### config.mk
export PLATFORM = sky130hd
export DESIGN_NAME = tt_um_jleugeri_ttt_scheduler
export DESIGN_NICKNAME = d
export VERILOG_FILES = /design/src/rtl/ttt_sched_pkg.sv /design/src/rtl/tt_um_jleugeri_ttt_rr_arbiter.sv /design/src/rtl/tt_um_jleugeri_ttt_scheduler.sv
export SDC_FILE = /design/constraint.sdc
export NUM_CORES = 1
export LEC_CHECK = 0
export ABC_CLOCK_PERIOD_IN_PS = 5350
export BUFFER_PORTS_ARGS = -buffer_cell sky130_fd_sc_hd__buf_4
export CAP_MARGIN = 20
export CORE_MARGIN = 5
export CORE_UTILIZATION = 41
export CTS_BUF_LIST = sky130_fd_sc_hd__clkbuf_4 sky130_fd_sc_hd__clkbuf_8 sky130_fd_sc_hd__clkbuf_16
export DETAILED_ROUTE_END_ITERATION = 8
export PLACE_DENSITY = 0.59
export SLEW_MARGIN = 20
export SYNTH_ARGS = -nofsm -noshare
export SYNTH_HDL_FRONTEND = slang
export SYNTH_SLANG_ARGS = --single-unit
### constraint.sdc
create_clock -name clk -period 5.35 [get_ports clk]
set_input_delay 0.2675 -clock clk [delete_from_list [all_inputs] [get_ports clk]]
set_output_delay 0.2675 -clock clk [all_outputs]
set_load 0.02 [all_outputs]
### src/rtl/ttt_sched_pkg.sv
// Shared types and constants for the TTT dispatch scheduler.
package ttt_sched_pkg;

  typedef enum logic [1:0] {
    IDLE   = 2'd0,
    START  = 2'd1,
    STREAM = 2'd2
  } state_t;

  localparam int DEF_NUM_PROCESSORS = 10;
  localparam int DEF_NEW_TOKEN_BITS = 4;

  // Width of the optional statistics counters.
  localparam int STAT_W = 16;

  // Processor-id width; a single processor still needs one bit.
  function automatic int pid_width(input int n);
    return (n <= 1) ? 1 : $clog2(n);
  endfunction

  localparam int DEF_PID_W = pid_width(DEF_NUM_PROCESSORS);

endpackage

### src/rtl/tt_um_jleugeri_ttt_rr_arbiter.sv
// Round-robin pick over the pending mask. Purely combinational: the search
// starts at ptr_i, walks upward and wraps; the pointer register is the
// parent's.
module tt_um_jleugeri_ttt_rr_arbiter
  import ttt_sched_pkg::*;
#(
  parameter int N = DEF_NUM_PROCESSORS,
  parameter int W = pid_width(N)
) (
  input  logic [N-1:0] pend_i,
  input  logic [W-1:0] ptr_i,
  output logic [W-1:0] grant_o,
  output logic         grant_valid_o
);

  // First set bit at or after the pointer, modulo N.
  always_comb begin
    int idx;
    idx           = 0;
    grant_o       = '0;
    grant_valid_o = 1'b0;
    for (int i = 0; i < N; i++) begin
      idx = int'(ptr_i) + i;
      if (idx >= N) idx = idx - N;
      if (!grant_valid_o && pend_i[idx]) begin
        grant_valid_o = 1'b1;
        grant_o       = W'(idx);
      end
    end
  end

endmodule

### src/rtl/tt_um_jleugeri_ttt_scheduler.sv
// TTT dispatch scheduler: collects processor fire requests in a pending
// mask, dispatches one source at a time to the connection network, and
// forwards each token-update beat to the processor array through a
// one-entry output register. Array back-pressure freezes the network.
// Build macro TTT_SCHED_STATS_EN adds saturating dispatch/merge counters.
module tt_um_jleugeri_ttt_scheduler
  import ttt_sched_pkg::*;
#(
  parameter  int NUM_PROCESSORS = DEF_NUM_PROCESSORS,
  parameter  int NEW_TOKEN_BITS = DEF_NEW_TOKEN_BITS,
  localparam int PID_W          = pid_width(NUM_PROCESSORS)
) (
  input  logic                      clk,
  input  logic                      reset,
  input  logic                      fire_valid,
  input  logic [PID_W-1:0]          fire_id,
  input  logic                      sched_enable,
  output logic                      net_start,
  output logic [PID_W-1:0]          net_processor_id,
  output logic                      net_hold,
  input  logic                      net_valid,
  input  logic                      net_done,
  input  logic [PID_W-1:0]          net_target_id,
  input  logic [NEW_TOKEN_BITS-1:0] net_good,
  input  logic [NEW_TOKEN_BITS-1:0] net_bad,
  output logic                      upd_valid,
  input  logic                      upd_ready,
  output logic [PID_W-1:0]          upd_target_id,
  output logic [NEW_TOKEN_BITS-1:0] upd_good,
  output logic [NEW_TOKEN_BITS-1:0] upd_bad,
  output logic                      busy,
  output logic                      pending_any
`ifdef TTT_SCHED_STATS_EN
  ,
  output logic [STAT_W-1:0]         stat_dispatches,
  output logic [STAT_W-1:0]         stat_merged
`endif
);

  state_t                      state_q, state_d;
  logic [NUM_PROCESSORS-1:0]   pend_q, pend_d;
  logic [PID_W-1:0]            ptr_q, ptr_d;
  logic [PID_W-1:0]            pid_q, pid_d;
  logic                        upd_valid_q, upd_valid_d;
  logic [PID_W-1:0]            upd_tgt_q, upd_tgt_d;
  logic [NEW_TOKEN_BITS-1:0]   upd_good_q, upd_good_d;
  logic [NEW_TOKEN_BITS-1:0]   upd_bad_q, upd_bad_d;

  logic                        fire_ok;
  logic [NUM_PROCESSORS-1:0]   fire_set;
  logic [NUM_PROCESSORS-1:0]   grant_clr;
  logic [PID_W-1:0]            grant;
  logic                        grant_valid;
  logic                        dispatch;
  logic                        beat_acc;
  logic                        done_acc;

  // Out-of-range ids never reach the mask.
  assign fire_ok  = fire_valid && (int'(fire_id) < NUM_PROCESSORS);
  assign fire_set = fire_ok ? (NUM_PROCESSORS'(1) << fire_id) : '0;

  tt_um_jleugeri_ttt_rr_arbiter #(
    .N (NUM_PROCESSORS),
    .W (PID_W)
  ) u_arb (
    .pend_i        (pend_q),
    .ptr_i         (ptr_q),
    .grant_o       (grant),
    .grant_valid_o (grant_valid)
  );

  assign dispatch  = (state_q == IDLE) && sched_enable && grant_valid;
  assign grant_clr = dispatch ? (NUM_PROCESSORS'(1) << grant) : '0;

  // Hold the network whenever the output register is full and not draining.
  assign net_hold = upd_valid_q & ~upd_ready;
  assign beat_acc = (state_q == STREAM) && net_valid && !net_hold;
  assign done_acc = (state_q == STREAM) && net_done && !net_hold;

  // Pending mask and pointer; a fire on the grant cycle re-sets the bit.
  always_comb begin
    pend_d = (pend_q & ~grant_clr) | fire_set;
    ptr_d  = ptr_q;
    if (dispatch)
      ptr_d = (grant == PID_W'(NUM_PROCESSORS - 1)) ? '0 : grant + 1'b1;
  end

  // Dispatch FSM: latch the winner, pulse start, stream until done.
  always_comb begin
    state_d = state_q;
    pid_d   = pid_q;
    unique case (state_q)
      IDLE: begin
        if (dispatch) begin
          pid_d   = grant;
          state_d = START;
        end
      end
      START:   state_d = STREAM;
      STREAM:  if (done_acc) state_d = IDLE;
      default: state_d = IDLE;
    endcase
  end

  // Output register: load on an accepted beat, drain on a handshake.
  always_comb begin
    upd_valid_d = upd_valid_q;
    upd_tgt_d   = upd_tgt_q;
    upd_good_d  = upd_good_q;
    upd_bad_d   = upd_bad_q;
    if (beat_acc) begin
      upd_valid_d = 1'b1;
      upd_tgt_d   = net_target_id;
      upd_good_d  = net_good;
      upd_bad_d   = net_bad;
    end else if (upd_ready) begin
      upd_valid_d = 1'b0;
    end
  end

  // State registers, all cleared by the synchronous reset.
  always_ff @(posedge clk) begin
    if (reset) begin
      state_q     <= IDLE;
      pend_q      <= '0;
      ptr_q       <= '0;
      pid_q       <= '0;
      upd_valid_q <= 1'b0;
      upd_tgt_q   <= '0;
      upd_good_q  <= '0;
      upd_bad_q   <= '0;
    end else begin
      state_q     <= state_d;
      pend_q      <= pend_d;
      ptr_q       <= ptr_d;
      pid_q       <= pid_d;
      upd_valid_q <= upd_valid_d;
      upd_tgt_q   <= upd_tgt_d;
      upd_good_q  <= upd_good_d;
      upd_bad_q   <= upd_bad_d;
    end
  end

  assign net_start        = (state_q == START);
  assign net_processor_id = pid_q;
  assign upd_valid        = upd_valid_q;
  assign upd_target_id    = upd_tgt_q;
  assign upd_good         = upd_good_q;
  assign upd_bad          = upd_bad_q;
  assign busy             = (state_q != IDLE);
  assign pending_any      = |pend_q;

`ifdef TTT_SCHED_STATS_EN
  logic [STAT_W-1:0] disp_cnt_q, disp_cnt_d;
  logic [STAT_W-1:0] merge_cnt_q, merge_cnt_d;
  logic              merged;

  // A fire whose bit is already set (including one being granted) merges.
  assign merged = |(pend_q & fire_set);

  // Counters stick at all-ones instead of wrapping.
  always_comb begin
    disp_cnt_d  = disp_cnt_q;
    merge_cnt_d = merge_cnt_q;
    if (net_start && !(&disp_cnt_q)) disp_cnt_d = disp_cnt_q + STAT_W'(1);
    if (merged && !(&merge_cnt_q))   merge_cnt_d = merge_cnt_q + STAT_W'(1);
  end

  // Statistics registers.
  always_ff @(posedge clk) begin
    if (reset) begin
      disp_cnt_q  <= '0;
      merge_cnt_q <= '0;
    end else begin
      disp_cnt_q  <= disp_cnt_d;
      merge_cnt_q <= merge_cnt_d;
    end
  end

  assign stat_dispatches = disp_cnt_q;
  assign stat_merged     = merge_cnt_q;
`endif

endmodule
### Word-level counts from Yosys, hierarchy flattened

Cells that the tools add are included.

* output and inout port bits: 21
* bits of input ports: 23
* bits in registers: 33
* word-level logic and storage cells: 161

* add/subtract/negate cells: 20
* reductions and logical operators: 32
* $lt $le $gt $ge: 21
* equal/unequal tests: 5
* shifts and indexed selects: 2
* bitwise operators: 5
* muxes and demuxes: 68

Operators by type and width (number)
* 32-bit by 6-bit less-than comparator with 1-bit output, second input constant: 10
* 32-bit 2-to-1 mux: 10
* 32-bit by 5-bit >= comparator with 1-bit output, second input constant: 9
* 32-bit by 5-bit subtractor with 32-bit output, second input constant: 9
* 4-bit 2-to-1 mux: 11
* 1-bit binary-select mux with 4-bit select: 10
* 1-bit 2-to-1 mux: 32
* 4-bit by 3-bit adder with 5-bit output, second input constant: 4
* 10-bit 2-to-1 mux: 2
* 1-bit by 4-bit << shifter with 10-bit output, first input constant: 2
* 1-bit logical AND: 16
* 4-bit by 2-bit adder with 5-bit output, second input constant: 2
* 4-bit by 4-bit adder with 5-bit output, second input constant: 2
* 10-bit bitwise AND: 1
* 1-bit logical NOT: 10
* 10-bit inverter: 1
* 10-bit bitwise OR: 1
* 10-bit OR reduction: 1
* 2-bit case mux with 3 select lines: 1
* 4-bit by 1-bit adder with 5-bit output, second input constant: 1
* 4-bit by 4-bit subtractor with 5-bit output, second input constant: 1
* 4-bit by 1-bit adder with 4-bit output, second input constant: 1
* 4-bit == test, second input constant: 1
* 4-bit >= comparator, second input constant: 1
* 10 further kinds: 14

### Logic depth before layout (Yosys ltp)

Gate-level depths: netlist (run 1).

* word-level depth: 38
* mapped depth: 23

### By module

A second synthesis (run 1) with hierarchy kept.

* cell total of the unflattened synthesis: 568
* area total of the unflattened synthesis: 4339.2 um2

By module, submodules not included
* tt_um_jleugeri_ttt_rr_arbiter: area each 2846.5 um2, times used 1, cells an instance 395
* tt_um_jleugeri_ttt_scheduler: area each 1492.7 um2, times used 1, cells an instance 173

### Worst setup path before layout (run 1)

OpenSTA, ideal clock, no wires.

* kind: register to register
* start: register ptr_q[0]
* end: register ptr_q[2]
* cell stages (with the launch flop): 23
* arrival time: 5.113 ns
* period minus slack after synthesis: 5.242 ns
* slack: 0.108 ns
* library setup time: 0.128 ns
* buffers on the path: 6
* cells stage by stage: dfxtp_1 buf_6 buf_4 buf_4 inv_1 ha_1 buf_2 clkinv_1 clkbuf_1 ha_1 or3_1 a31oi_1 nor2_1 and4b_1 or3_1 clkbuf_1 or4_4 o22ai_1 a2bb2oi_1 nor2_1 ha_1 o211ai_1 o31ai_1

* word-level cells in the longest chain between the ends: 35

Ends and longest elaborated chain
* start, declared: line tt_um_jleugeri_ttt_scheduler.sv:42 `logic [PID_W-1:0] ptr_q, ptr_d;`
* start signal, assigned: line tt_um_jleugeri_ttt_scheduler.sv:135 `ptr_q <= ptr_d;`
* branches (longest 35 deep; another with 32-bit by 5-bit subtractor with 32-bit output)

Parallel ways; which one is timed is not known. The select of a mux whose other input is x is not followed.
A chain may end at the register's enable or synchronous reset.

### Final worst setup path (run 1)

* start: register ptr_q[1]
* end: register ptr_q[2]

Same word-level chain as after synthesis.

==> reports/results.ini, run 1 <==
[global_routing]
use_met3_pct = 2.54
grt.busiest_layer = met2
grt_overflow = 0
grt_use_met2_pct = 36.5
grt_usage_pct = 22.1
antenna_found_initial = 0
grt_first_pass_wirelength_mm = 24.0
globalRouteMet1Util_pct = 28.8
grt_pass1_vias = 4619
grt_max_degree = 40

[clock_tree]
cts_hold_buf = 0
cts_buffers = 5
cts_tree = built
clk_pin_slew_ns = 0.05
post-cts-setup-buffers = 0
root_buffer = clkbuf_16
clockBufferDepth = 2
ctsResizeCount = 0
clock_latency_ns = 0.28
cts_max_level = 2
cts_sinks = 33

[placement]
port_buffers = 43
post-place-cells = 757
hpwl_mm = 11.9
gp_congestion = 1.00

[die]
die_area_sq_um = 13500
die_w_microns = 116
core_sq_um = 10900
ios = 44
die_y_microns = 116
rows = 38
start_util_pct = 42.3

[timing]
hold_ws_ns = 0.224
fin_tns_setup_ns = 0
slew_headroom_pct = 49.6
hold_viol_final = 0
fin_crit_sh_pct = 92.6
skew_ns = 0.00348
finalCriticalPeriod_ns = 4.95
worstMarginPinSlew_ns = 0.755
setup_viol = 0
rsz0062_at_grt = no
fmax_ghz = 0.202
slew_violations = 0

[cells_and_area]
mostFrequentLayoutCell = buf_4
diodes = 0
final_cell_mix = buf_4 (62), nor2_1 (50), a21oi_1 (44)
synthToLayoutAreaGrowth_pct = 14.5
fin_nets = 674
drive_gt1_share_pct = 20.0
instances_no_fill = 765
fillCellCount = 1109

[synth]
ys_types = 95
ys_async_sr_fraction_pct = 0
synth_area_per_cell_sq_um = 7.93
syn_nets = 634
syn-cell-area_sq_um = 4630
synth-seq-area-share_pct = 14.3
synth_ff_type = dfxtp_1
syn_inst = 584
ys_warn_count = 0
synth-edff-count = 0
yosys_register_bits = 33

[worst_setup_path]
critPathKind = reg2reg
r2r_setup_slack_ns = 0.40
crit_arrival_ns = 5.11
cp.required_ns = 5.50
path_delay_family = simple AND/OR/NAND/NOR gates
cpMostUsedCell = nor2_1
worst_setup_path_start_kind = flop
cp-end-kind = flop
r2r_start = ptr_q[1]
path_max_fanout = 19
cp_num_buf_inv = 3
path_depth = 17
r2r_end = ptr_q[2]
cp_slowest_cell = or4_4
path_cells = inv_1 -> ha_1 -> buf_4 -> nor2_1 -> a21oi_1 -> nor3_1 -> nor2_1 -> and4b_1 -> or3_1 -> or4_4 -> o22ai_1 -> a2bb2oi_1 -> buf_4 -> nor2_1 -> ha_1 -> o211ai_1 -> o31ai_1
cpPeakStageDelay_ns = 0.60
cp-startpoint = ptr_q[1]
reg2reg_depth = 17

[drt]
vias_per_cell = 6.48
ant_nets = 0
drt_iter0_drc = 475
first_pass_iters = 5
wl_per_cell_microns = 19.8
drt_wl_total_mm = 15.2
vias = 4954
drc = 0

[run]
max-cap-violations = 0

[pwr]
leakagePower_uw = 0.00209
power_density_nw_per_um2 = 545
ir_drop_v = 0.000400

[worst_hold_path]
hold_class = in2reg
hold_start = net_good[0]
min_path_cells = 3
holdPathEnd = upd_good[0]

[outcome]
run_status = completed

-- power by group --
part           switching, uW  internal (uW)
clock                    111            268
combinational           1330            873
sequential              31.9            276
-- cells by family (layout without fill, tap and decap cells) --
kind of cell,after synthesis,in the layout,synth area share [%]
buf+inv,50,91,5.30
xor+xnor,10,10,2.62
fa+ha+maj,27,27,7.46
simple gates,216,216,25.5
mux,45,45,11.7
flops,33,33,14.3
compound gates,203,203,33.2
-- area by class of cell --
| cell class | count | area, sq um | area share (%) |
|---|---|---|---|
| clock buffer | 5 | 125 | 2.36 |
| clock inverter | 3 | 68.8 | 1.30 |
| inverter | 21 | 78.8 | 1.49 |
| multi-input combinational | 501 | 3730 | 70.3 |
| sequential | 33 | 662 | 12.5 |
| tap | 140 | 175 | 3.30 |
| timing repair buffer | 62 | 465 | 8.78 |
-- worst min-delay path, cell delays in order --
cell and delay [ns]:
buf_4 0.08, mux2i_1 0.05, nor2_1 0.07
-- metal layers --
| metal | routed length, microns | up-vias | share of wire, % |
|---|---|---|---|
| met2 | 7050 | 216 | 46 |
| met5 | 0 | - | 0 |
| li1 | - | 2338 | - |
| met1 | 6650 | 2364 | 44 |
| met3 | 907 | 36 | 6.0 |
| met4 | 573 | 0 | 3.8 |
-- sequential cells by signal, indices dropped and copies added, names as in the netlist --
| signal | flops |
|---|---|
| pend_q | 10 |
| net_processor_id | 4 |
| ptr_q | 4 |
| upd_bad | 4 |
| upd_good | 4 |
| upd_target_id | 4 |
| state_q | 2 |
| upd_valid | 1 |
-- cells in the mapped netlist (4+ instances only) --
master	count	area (sq um)
a211oi_1	7	52.6
o21ai_1	5	25.0
o21ai_0	25	125
a21boi_1	5	37.5
nand4_1	8	50.1
a31oi_1	7	43.8
buf_1	4	15.0
or3_1	8	50.1
nor2b_1	18	113
o311ai_0	4	35.0
a22oi_1	5	37.5
a21boi_0	4	30.0
nor3_1	21	105
mux2_2	6	67.6
nand2b_1	10	62.6
clkbuf_1	8	30.0
ha_1	26	325
and2_1	5	31.3
nor3b_1	6	45.0
xnor2_1	6	52.6
mux2i_1	30	300
and3b_1	4	35.0
nand3_1	15	75.1
nand2_1	32	120
o211ai_2	4	50.1
o31ai_1	7	52.6
mux2_4	4	60.1
a311oi_1	8	70.1
o211ai_1	7	52.6
nor2_1	51	191
mux4_2	4	90.1
o22ai_1	7	43.8
a211o_1	7	61.3
a21o_1	6	45.0
or2_2	7	43.8
inv_1	18	67.6
buf_2	7	35.0
nor4_1	8	50.1
a21oi_1	44	220
and3_1	4	25.0
buf_4	7	52.6
dfxtp_1	33	661
-- metrics by stage --
step	worst slack (ns)	instance area [sq um]	total power, uW	util, %
2_1_floorplan	0.108	4630	1920	-
3_3_place_gp	0.618	5100	2440	46.7
3_5_place_dp	0.542	5110	2470	46.7
4_1_cts	0.496	5300	2860	48.5
5_1_grt	0.175	5300	3090	48.5
6_report	0.397	5300	2890	48.5
-- how the worst max path moves through the flow --
stage / endpoint
global placement: ptr_q[2]
CTS: ptr_q[2]
global route: ptr_q[2]
finish: ptr_q[2]
floorplan: ptr_q[2]
detailed placement: ptr_q[2]
(Power assumes the default switching activity.)
==> run 2, diff against run 1 <==
--- a/config.mk
+++ b/config.mk
@@ -7,2 +7,3 @@
 export LEC_CHECK = 0
+export ABC_AREA = 1
 export ABC_CLOCK_PERIOD_IN_PS = 5350
@@ -13,4 +14,5 @@
 export CTS_BUF_LIST = sky130_fd_sc_hd__clkbuf_4 sky130_fd_sc_hd__clkbuf_8 sky130_fd_sc_hd__clkbuf_16
+export CTS_CLUSTER_DIAMETER = 50
 export DETAILED_ROUTE_END_ITERATION = 8
-export PLACE_DENSITY = 0.59
+export PLACE_DENSITY = 0.6
 export SLEW_MARGIN = 20
==> constraint.sdc (replaced) <==
create_clock -name clk -period 5.35 [get_ports clk]
set_input_delay 0.535 -clock clk [delete_from_list [all_inputs] [get_ports clk]]
set_output_delay 0.535 -clock clk [all_outputs]
set_load 0.02 [all_outputs]
==> run 2 against run 1 <==
  * First-iteration DRC count fell by 55%
  * Clock-buffer cell count did not move
  * Utilization barely moved
  * Non-clock buffer count fell by 17
  * Sequential share of layout area rose by 3.0 points
  * Largest cell class unchanged
  * Total power fell by 11%
  * Flip-flop and latch count did not move
==> reports/results.ini, run 2 <==
[die]
die_y_microns = 105  ; was 116 microns
rows = 34  ; was 38
core_sq_um = 8810  ; was 10,900 sq um
ios = 44  ; unchanged
die_area_sq_um = 11100  ; was 13,500 sq um
die_w_microns = 105  ; was 116 microns
start_util_pct = 42.3  ; about the same

[pwr]
leakagePower_uw = 0.00211  ; was 0.00209 uW
ir_drop_v = 0.000331  ; was 0.000400 V
power_density_nw_per_um2 = 603  ; was 545 nW/um^2

[worst_setup_path]
cp.required_ns = 5.53  ; was 5.50 ns
worst_setup_path_start_kind = flop  ; unchanged
cp-end-kind = flop  ; unchanged
r2r_end = ptr_q[2]  ; unchanged
path_cells = buf_4 -> inv_2 -> ha_1 -> inv_1 -> ha_1 -> inv_1 -> nand2_1 -> o21ai_0 -> inv_1 -> o21ai_0 -> a21oi_1 -> o31ai_1 -> nand3_2 -> nand2_1 -> nand2_1 -> nand2_2 -> inv_2 -> nor2_1 -> ha_1 -> nand2_1 -> a21oi_1  ; was inv_1 -> ha_1 -> buf_4 -> nor2_1 -> a21oi_1 -> nor3_1 -> nor2_1 -> and4b_1 -> or3_1 -> or4_4 -> o22ai_1 -> a2bb2oi_1 -> buf_4 -> nor2_1 -> ha_1 -> o211ai_1 -> o31ai_1
r2r_start = ptr_q[0]  ; was ptr_q[1]
cp_num_buf_inv = 6  ; was 3
path_max_fanout = 31  ; was 19
reg2reg_depth = 21  ; was 17
critPathKind = reg2reg  ; unchanged
path_delay_family = adder cells  ; was simple AND/OR/NAND/NOR gates
cpMostUsedCell = nand2_1  ; was nor2_1
crit_arrival_ns = 4.52  ; was 5.11 ns
cp_slowest_cell = ha_1  ; was or4_4
cpPeakStageDelay_ns = 0.57  ; was 0.60 ns
r2r_setup_slack_ns = 1.01  ; was 0.40 ns

[placement]
dpl-instance-area_sq_um = 4130  ; was 5110 sq um
port_buffers = 43  ; unchanged
hpwl_mm = 8.87  ; was 11.9 mm
gp_congestion = 0.942  ; was 1.00
post-place-ws_ns = 1.10  ; was 0.542 ns

[clock_tree]
clockBufferDepth = 2  ; unchanged
clk_pin_slew_ns = 0.08  ; was 0.05 ns
clock_latency_ns = 0.29  ; was 0.28 ns
cts_max_level = 2  ; unchanged
cts_hold_buf = 0  ; unchanged
cts_tree = built  ; unchanged
cts_buffers = 5  ; unchanged
post-cts-setup-buffers = 0  ; unchanged
cts_sinks = 33  ; unchanged
root_buffer = clkbuf_8  ; was clkbuf_16
ctsResizeCount = 0  ; unchanged

[worst_hold_path]
hold_start = upd_target_id[1]  ; was net_good[0]
min_path_cells = 2  ; was 3
hold_class = reg2reg  ; was in2reg
holdPathEnd = upd_target_id[1]  ; was upd_good[0]

[global_routing]
grt_usage_pct = 19.5  ; was 22.1%
antenna_found_initial = 0  ; unchanged
grt_overflow = 0  ; unchanged
grt_max_degree = 32  ; was 40
grt_pass1_vias = 3789  ; was 4,619
grt_first_pass_wirelength_mm = 17.7  ; was 24.0 mm

[run]
max-cap-violations = 0  ; unchanged

[cells_and_area]
design_area_sq_um = 4270  ; was 5300 sq um
final_cell_mix = nand2_1 (176), inv_1 (87), nand3_1 (74)  ; was buf_4 (62), nor2_1 (50), a21oi_1 (44)
top_register = pend_q  ; unchanged
diodes = 0  ; unchanged
drive_gt1_share_pct = 15.2  ; was 20.0%
mostFrequentLayoutCell = nand2_1  ; was buf_4
largest_register_ffs = 10  ; unchanged
fillCellCount = 961  ; was 1,109
fin_nets = 732  ; was 674
synthToLayoutAreaGrowth_pct = 14.5  ; about the same

[timing]
slew_headroom_pct = 50.5  ; was 49.6%
hold_ws_ns = 0.487  ; was 0.224 ns
slew_violations = 0  ; unchanged
worstMarginPinSlew_ns = 0.735  ; was 0.755 ns
rsz0062_at_grt = no  ; unchanged
setup_viol = 0  ; unchanged
fmax_ghz = 0.230  ; was 0.202 GHz
hold_viol_final = 0  ; unchanged
finalCriticalPeriod_ns = 4.34  ; was 4.95 ns
fin_ws_ns = 1.01  ; was 0.397 ns
skew_ns = 0.0110  ; was 0.00348 ns
fin_crit_sh_pct = 81.1  ; was 92.6%
fin_tns_setup_ns = 0  ; unchanged

[drt]
first_pass_iters = 5  ; unchanged
wl_met2_mm = 4.75  ; was 7.05 mm
drc = 0  ; unchanged
met3_length_microns = 580  ; was 907 microns
drt_wl_total_mm = 10.9  ; was 15.2 mm
drt_iter0_drc = 212  ; was 475
wl_met1_mm = 5.08  ; was 6.65 mm
vias_per_cell = 5.17  ; was 6.48
ant_nets = 0  ; unchanged
routed.top_layer = met4  ; unchanged
wl_per_cell_microns = 13.7  ; was 19.8 microns
vias = 4087  ; was 4,954

[synth]
yosys-top-cells-area = dfxtp_1 (18%), nand2_1 (18%), nand3_1 (9.9%), inv_1 (8.8%), ha_1 (8.7%)  ; was dfxtp_1 (14%), ha_1 (7.0%), mux2i_1 (6.5%), a21oi_1 (4.8%), nor2_1 (4.1%)
ys_async_sr_fraction_pct = 0  ; unchanged
synth-seq-area-share_pct = 17.7  ; was 14.3%
synth_ff_type = dfxtp_1  ; unchanged
ys_warn_count = 0  ; unchanged
yosys_register_bits = 33  ; unchanged
synth_top_area_share_pct = 17.7  ; was 14.3%
syn_nets = 691  ; was 634
yosysMostFrequentCell = nand2_1  ; was nor2_1
syn-cell-area_sq_um = 3720  ; was 4630 sq um
synth_top_area_cell = dfxtp_1  ; unchanged
synth_area_per_cell_sq_um = 5.81  ; was 7.93 sq um
syn_inst = 641  ; was 584
ys_types = 43  ; was 95
synth_common_cells = nand2_1 (176), inv_1 (87), nand3_1 (74), nor2_1 (54), o21ai_0 (39)  ; was nor2_1 (51), a21oi_1 (44), dfxtp_1 (33), nand2_1 (32), mux2i_1 (30)
synth-edff-count = 0  ; unchanged

[outcome]
run_status = completed  ; unchanged

-- run 2: cells by family after synthesis --
kind of cell | share of synthesized area (%)
DFF | 17.7
AOI/OAI and AO/OA | 13.6
buffers and inverters | 12.3
adders and majority gates | 9.27
xor gates and xnor gates | 1.41
and+or+nand+nor | 45.6
-- run 2: area by class of cell --
class	count	area (sq um)	area share [%]
repair buffers	45	338	7.92
well taps	108	135	3.17
multi-input cells	492	2600	61.0
clock buffers	5	68.8	1.61
clock inverters	3	65.1	1.53
flip-flops and latches	33	661	15.5
inverters	105	394	9.24
-- run 2: report_power, final --
| part | internal [uW] | switching [uW] | total (uW) |
|---|---|---|---|
| Sequential | 282 | 25.6 | 307 |
| Clock | 185 | 94.9 | 280 |
| Combinational | 596 | 1390 | 1980 |
-- run 2: worst register-to-register path: stages (launching register included) --
cell	delay, ns
dfxtp_1	0.31
buf_4	0.29
inv_2	0.15
ha_1	0.57
inv_1	0.25
ha_1	0.36
inv_1	0.08
nand2_1	0.05
o21ai_0	0.24
inv_1	0.17
o21ai_0	0.11
a21oi_1	0.06
o31ai_1	0.49
nand3_2	0.19
nand2_1	0.10
nand2_1	0.06
nand2_2	0.14
inv_2	0.06
nor2_1	0.15
ha_1	0.25
nand2_1	0.07
a21oi_1	0.05
-- run 2: routing by layer --
metal	global-route usage, %	vias up
met1	25.1	1810
met3	3.18	24
met2	31.6	114
met5	0	-
met4	9.47	0
li1	-	2139
-- run 2: worst max path at each step --
stage | from | end | depth (start not counted)
3_3_place_gp | ptr_q[0] | ptr_q[2] | 21
4_1_cts | ptr_q[0] | ptr_q[2] | 21
5_1_grt | ptr_q[0] | ptr_q[2] | 21
3_5_place_dp | ptr_q[0] | ptr_q[2] | 21
6_report | ptr_q[0] | ptr_q[2] | 21
2_1_floorplan | ptr_q[1] | ptr_q[2] | 23
-- run 2: per-stage QoR --
| step | util, % | instances | power, uW |
|---|---|---|---|
| global placement | 46.9 | 783 | 2260 |
| CTS | 48.4 | 791 | 2560 |
| floorplan | - | 641 | 1810 |
| finish | 48.4 | 791 | 2570 |
| detailed placement | 46.9 | 783 | 2270 |
| global route | 48.4 | 791 | 2830 |
